`config.mk`:
```
export PLATFORM = sky130hd
export DESIGN_NAME = apb_slave_mem
export DESIGN_NICKNAME = d
export VERILOG_FILES = /design/src/rtl/apb_slave_mem.sv
export SDC_FILE = /design/constraint.sdc
export NUM_CORES = 2
export LEC_CHECK = 0
export BUFFER_PORTS_ARGS = -buffer_cell sky130_fd_sc_hd__buf_2
export CAP_MARGIN = 25
export CORE_MARGIN = 10
export CORE_UTILIZATION = 42
export CTS_CLUSTER_SIZE = 16
export DETAILED_ROUTE_END_ITERATION = 7
export SYNTH_ARGS = -nofsm -noshare
export SYNTH_HDL_FRONTEND = slang
export SYNTH_SLANG_ARGS = --single-unit
```
`constraint.sdc`:
```
create_clock -name HCLK -period 11.13 [get_ports HCLK]
set_input_delay 0.5565 -clock HCLK [delete_from_list [all_inputs] [get_ports HCLK]]
set_output_delay 0.5565 -clock HCLK [all_outputs]
set_load 0.01 [all_outputs]
```
`src/rtl/apb_slave_mem.sv`:
```
// APB completer: read-only ID word plus read/write word memory,
// fixed wait states and PSLVERR on bad accesses.
//
// Ports:
//   HCLK     clock, rising edge
//   HRESETn  synchronous active-low reset
//   PSEL     slave select
//   PENABLE  APB access phase
//   PWRITE   1 = write, 0 = read
//   PADDR    byte address
//   PWDATA   write data
//   PRDATA   read data, registered, nonzero only in the PREADY cycle
//   PREADY   transfer complete, registered, one-cycle pulse
//   PSLVERR  error response, registered, valid with PREADY
module apb_slave_mem #(
   parameter int unsigned ADDR_WIDTH = 32,
   parameter int unsigned DATA_WIDTH = 32,
   parameter logic [ADDR_WIDTH-1:0] BASE_ADDR = '0,
   parameter int unsigned DEPTH = 64,
   parameter int unsigned WAIT_CYCLES = 2,
   parameter logic [DATA_WIDTH-1:0] ID_VALUE = 32'hA5B0_0001
) (
   input  logic                  HCLK,
   input  logic                  HRESETn,
   input  logic                  PSEL,
   input  logic                  PENABLE,
   input  logic                  PWRITE,
   input  logic [ADDR_WIDTH-1:0] PADDR,
   input  logic [DATA_WIDTH-1:0] PWDATA,
   output logic [DATA_WIDTH-1:0] PRDATA,
   output logic                  PREADY,
   output logic                  PSLVERR
);

   localparam int unsigned IDX_W = $clog2(DEPTH);
   localparam int unsigned OFS_W = ADDR_WIDTH + 1;
   localparam logic [ADDR_WIDTH:0] WIN = OFS_W'(DEPTH) << 2;

   typedef enum logic [1:0] {
      IDLE,
      ACCESS,
      RESP
   } state_t;

   state_t state_q;
   state_t state_n;

   logic [3:0]            cnt_q;
   logic [3:0]            cnt_n;
   logic [IDX_W-1:0]      idx_q;
   logic                  write_q;
   logic [DATA_WIDTH-1:0] wdata_q;
   logic                  err_q;

   logic [DATA_WIDTH-1:0] mem [DEPTH];

   logic [ADDR_WIDTH:0]   offset;
   logic [IDX_W-1:0]      idx_in;
   logic                  err_in;
   logic [DATA_WIDTH-1:0] word_rd;

   logic                  setup;
   logic                  mem_we;
   logic                  ready_n;
   logic                  slverr_n;
   logic [DATA_WIDTH-1:0] rdata_n;

   // One extra bit keeps the borrow: an address below the base
   // wraps to a huge offset and fails the window test as well.
   assign offset = {1'b0, PADDR} - {1'b0, BASE_ADDR};
   assign idx_in = offset[IDX_W+1:2];
   assign err_in = (offset >= WIN)
                 | (|PADDR[1:0])
                 | (PWRITE && (idx_in == '0));

   // mem[0] is never written; word 0 always reads the ID.
   assign word_rd = (idx_q == '0) ? ID_VALUE : mem[idx_q];

   always_comb begin
      state_n  = state_q;
      cnt_n    = cnt_q;
      setup    = 1'b0;
      mem_we   = 1'b0;
      ready_n  = 1'b0;
      slverr_n = 1'b0;
      rdata_n  = '0;
      unique case (state_q)
         IDLE: begin
            if (PSEL && !PENABLE) begin
               setup   = 1'b1;
               cnt_n   = 4'(WAIT_CYCLES);
               state_n = ACCESS;
            end
         end
         ACCESS: begin
            if (!PSEL) begin
               state_n = IDLE;
            end else if (cnt_q != '0) begin
               cnt_n = cnt_q - 4'd1;
            end else begin
               state_n  = RESP;
               ready_n  = 1'b1;
               slverr_n = err_q;
               mem_we   = write_q && !err_q;
               if (!write_q && !err_q) begin
                  rdata_n = word_rd;
               end
            end
         end
         RESP: begin
            state_n = IDLE;
         end
         default: begin
            state_n = IDLE;
         end
      endcase
   end

   always_ff @(posedge HCLK) begin
      if (!HRESETn) begin
         state_q <= IDLE;
         cnt_q   <= '0;
         idx_q   <= '0;
         write_q <= 1'b0;
         wdata_q <= '0;
         err_q   <= 1'b0;
         PREADY  <= 1'b0;
         PSLVERR <= 1'b0;
         PRDATA  <= '0;
         for (int i = 0; i < DEPTH; i++) begin
            mem[i] <= '0;
         end
      end else begin
         state_q <= state_n;
         cnt_q   <= cnt_n;
         PREADY  <= ready_n;
         PSLVERR <= slverr_n;
         PRDATA  <= rdata_n;
         if (setup) begin
            idx_q   <= idx_in;
            write_q <= PWRITE;
            wdata_q <= PWDATA;
            err_q   <= err_in;
         end
         if (mem_we) begin
            mem[idx_q] <= wdata_q;
         end
      end
   end

endmodule

```
* Yosys cells after proc, flatten, opt, wreduce, memory -nomap -nowiden
Memories as Yosys holds them, arrays and structs flattened. A register that Yosys moved wholly into a read port is not among the register bits. Cells that the tools add are included.
Word-level totals: input port bits 69, memories kept 1, bits in writable memories 2048, bits in registers 80, logic and storage cells 68
Operators by class: mux-type cells 24, bitwise gates (word level) 6, eq/ne operators 5, order comparisons 1, add/sub/neg operators 1, reductions and logical operators 20
Memory list:
- mem | depth 64, width 32, read ports 1, clocked after Yosys merged registers in 1, wr ports 64, RTL line 55 | logic [DATA_WIDTH-1:0] mem [DEPTH];
Operators with widths (count):
- 32-bit 2-to-1 mux | 2
- 32-bit by 9-bit greater-or-equal comparator with 1-bit output (second input constant) | 1
- 32-bit OR reduction | 1
- 6-bit 2-to-1 mux | 3
- 6-bit zero test | 2
- 4-bit 2-to-1 mux | 3
- 1-bit 2-to-1 mux | 11
- 4-bit case mux with 2 select lines | 1
- 2-bit 2-to-1 mux | 3
- 2-bit != test (second input constant) | 3
- 6-bit OR reduction | 1
- 5-bit OR reduction | 1
- 1-bit logical AND | 4
- 1-bit inverter | 4
- 2-bit case mux with 2 select lines | 1
- 4-bit AND reduction | 1
- 4-bit nonzero test | 1
- 4-bit OR reduction | 1
- 4-bit by 1-bit subtractor with 4-bit output (second input constant) | 1
- 1-bit zero test | 3
- 3-bit != test (second input constant) | 1
- 3-bit AND reduction | 1
- 2-bit by 1-bit equality test with 1-bit output (second input constant) | 1
- 2-bit zero test | 1
- other kinds (4) | 5

* Depth between registers and ports, before layout
depth after elaboration 10, mapped depth 11

* Worst setup path before layout
OpenSTA, ideal clock, no wires.
path type input port to flip-flop, start input PSEL, end memory mem[26][0], enable pin, required time 10664 ps, arrival 3816 ps, path slack 6848 ps, cell stages on the path 6, cells stage by stage and3b_1 nand3_2 nor3b_2 nand2_1 clkbuf_1 o21ai_0
RTL lines:
- start, declared | RTL line 25 | input logic PSEL,
- end, declared | RTL line 55

==> impl_results.md <==
* Max Clk Rate at 220 MHz
* Post-route setup slack at 6.58 ns
* Worst path slowest cell: dfxtp_4
* Final core occ at 47.5%
* Mux cell area share after synthesis at 13.6%
* IO Count at 103
* Reg2reg setup slack at 6.58 ns
* Crit Path Max Fanout at 95
* Sequential Power Share at 52.1%
* Layout cells sized above 1 at 19.9%
* Register area share after synthesis at 65.5%
* Critical path required time at 11.86 ns
* Least-Margin Pin Slew at 1.16 ns
* Iteration-0 DRC Markers at 7054
* Mean routed wirelength per cell at 30.8 um
* Remaining DRCs at 0
* Commonest non-fill, non-tap cells in the layout: and2_1, edfxtp_1, mux4_2, clkbuf_16, nand2_1
* CTS tree: done
* Placed cell areas at 101000 um2
* Critical path capture point type: flip-flop
* Switching share of total power at 23.0%
* RR Endpoint: PRDATA[22]
* Area growth from synthesis to layout at 12.3%
* Starting Density at 42.3%
* # hold bufs at CTS at 39
* Syn nets at 6375
* Row Count at 175
* Nets@finish at 6293
* Cell variety after synth at 64
* DIE AREA at 249000 um2
* Final Non-Filler Cells at 9430
* Final min period at 4.55 ns
* RSZ-0062 raised after global routing: no
* Port buffer count at 102
* Setup_tns at 0 ns
* Max-slew headroom at 20.7%
* Core ar. at 228000 um2
* Clock root cell: clkbuf_16
* EDFF count, synth at 2048
* Final Skew at 0.0470 ns
* Clock Latency Late Sink at 0.89 ns
* Synth Flop Type: edfxtp_1
* Initial antenna violation count at 30
* Final hold vios at 0
* Run status: complete, no violations
* XOR/XNOR Fraction of Synth Area at 0.0272%
* Most common cell after layout, fill and taps aside: and2_1
* Worst hold-check slack at 0.0907 ns
* Die width at 499 um
* Worst hold path class: input pin to flip-flop
* Vias after detailed routing at 54300
* Clock buffer depth at 3
* Warnings, synthesis at 0
* Mean post-synth cell area at 15.3 um2
* Power Density at 162 nW/um2
* Cts bufs inserted at 221
* P_sw at 4.03 mW
* DRT Pass-1 Iters at 5
* Global-route wire length before repair at 416000 um
* Post_cts resized at 0
* Final setup vio count at 0
* H-tree levels at 4
* Critical path buffers and inverters at 2
* Hold Path Origin: PADDR[6]
* P_leak at 37.9 nW
* Largest net degree at the start of global routing at 123
* Worst slack at placement at 6.47 ns
* Async SR Flop Fraction at 0%
* Area share of fa/ha/maj cells after synthesis at 0.0130%
* CP peak stage delay at 0.86 ns
* Cells along the critical path: buf_12 > buf_4 > mux4_2 > mux2i_1 > o22ai_1 > nor2_1 > a21oi_1
* Clk pin slew, worst setup/hold paths at 0.06 ns
* Dpl hpwl at 161000 um
* Post-synthesis compound-gate area fraction at 2.22%
* Routability Congestion at 0.802
* Design area at 108000 um2
* Post-Syn Area at 96500 um2
* Int Pwr at 13.5 mW
* Vias in the first global route at 55500
* Data arrival, critical path at 5.28 ns
* Pins Over Slew Limit at 0
* DR vias/cell at 5.76
* Post-DRT Antenna Nets at 0
* Clk sinks at 2134
* Hold path cells at 3
* Share of total power in combinational logic at 6.3%
* Placed instance count at 8957
* All-Layer GR Usage at 23.0%
* Setup Crit Path Kind: flip-flop to flip-flop
* Routed WL at 291000 um
* Power Total at 17.5 mW
* Part of the power in the clock network at 41.6%
* Grt ovf at 0
* Crit start category: flip-flop
* Synth Area in Simple Gates at 15.4%
* Period utilization at 40.9%
* Critical path's top delay family: buffers and inverters
* Synth Register Bits at 2134
* Reg2reg path depth at 7
* Mapped Cells at 6305
* Die H at 499 um
* Main combinational cell family by area after synthesis: simple AND/OR/NAND/NOR gates
* Post-CTS Setup Inserts at 0
* Peak supply drop at 0.158 mV
* Max Cap Viol at 0
## synth_stat cells, types with 6 or more instances
cell type | number | area share (%)
a21oi_1 | 54 | 0.28
a22o_1 | 17 | 0.15
o21ai_0 | 72 | 0.37
nor2_1 | 106 | 0.41
nand4_1 | 7 | 0.045
nand3b_1 | 8 | 0.062
buf_12 | 10 | 0.21
a21boi_0 | 39 | 0.30
nand2_1 | 199 | 0.77
o22ai_1 | 40 | 0.26
dfxtp_1 | 86 | 1.8
edfxtp_1 | 2048 | 64
buf_8 | 10 | 0.16
buf_4 | 32 | 0.25
a31oi_1 | 33 | 0.21
mux2i_1 | 181 | 1.9
a22oi_1 | 40 | 0.31
nor2b_1 | 10 | 0.065
nand3_1 | 35 | 0.18
mux2_2 | 15 | 0.18
nor4_1 | 7 | 0.045
buf_6 | 22 | 0.26
nand2b_1 | 30 | 0.19
o221ai_1 | 10 | 0.091
buf_1 | 6 | 0.023
and2_1 | 2054 | 13
mux4_1 | 11 | 0.30
clkbuf_1 | 457 | 1.8
mux4_2 | 481 | 11
clkbuf_2 | 41 | 0.21
buf_2 | 63 | 0.33
nor3_1 | 20 | 0.10
## worst max path at each step
stage,from,endpoint,slack (ns),depth (start not counted)
floorplan,PSEL,mem[26][0],6.85,6
global placement,flip-flop,PRDATA[4],6.04,8
detailed placement,flip-flop,PRDATA[19],6.47,7
CTS,flip-flop,PRDATA[19],6.46,7
global route,flip-flop,PRDATA[22],6.32,7
finish,flip-flop,PRDATA[22],6.58,7
## worst register-to-register path: stages (launching register included)
cell     delay (ns)
dfxtp_4        0.86
buf_12         0.72
buf_4          0.80
mux4_2         0.63
mux2i_1        0.37
o22ai_1        0.15
nor2_1         0.73
a21oi_1        0.14
## flip-flops by register name, indices dropped and copies added (netlist names), named ones only
| signal | count |
|---|---|
| PSLVERR | 1 |
| PREADY | 1 |
| PRDATA | 32 |
| cnt_q | 4 |
| mem | 2048 |
| err_q | 1 |
| state_q | 2 |
| idx_q | 6 |
| wdata_q | 32 |
| write_q | 1 |
## power by group through the flow
stage	combinational, mW	clock, mW	sequential [mW]
3_3_place_gp	1.08	0	9.28
3_5_place_dp	1.09	0	9.29
5_1_grt	1.15	7.68	9.14
2_1_floorplan	0.650	0	9.27
4_1_cts	1.10	7.36	9.12
6_report	1.11	7.28	9.12
## cell families (layout without fill, tap and decap cells)
| group | count (synthesis) | count (layout) |
|---|---|---|
| simple gates | 2501 | 2501 |
| flops | 2134 | 2134 |
| mux | 688 | 688 |
| buf+inv | 648 | 757 |
| compound gates | 330 | 330 |
| xor+xnor | 3 | 3 |
| fa+ha+maj | 1 | 1 |
| other cells | 0 | 7 |
## metal layers
metal	routed length [um]	up-vias	track usage [%]
li1	-	22900	-
met1	117000	28500	31.5
met2	136000	2498	36.6
met3	25600	456	4.22
met4	12000	12	8.69
met5	83	-	0
## layout make-up
cell class	instances	area, um2
tap	3009	3760
timing repair buffer	336	2870
sequential	2134	63300
clock buffer	308	6000
fill	19100	120000
inverter	7	28.8
antenna	7	17.5
multi-input combinational	3523	31300
clock inverter	106	1050
Note: power is estimated with default switching activity, not from simulation.
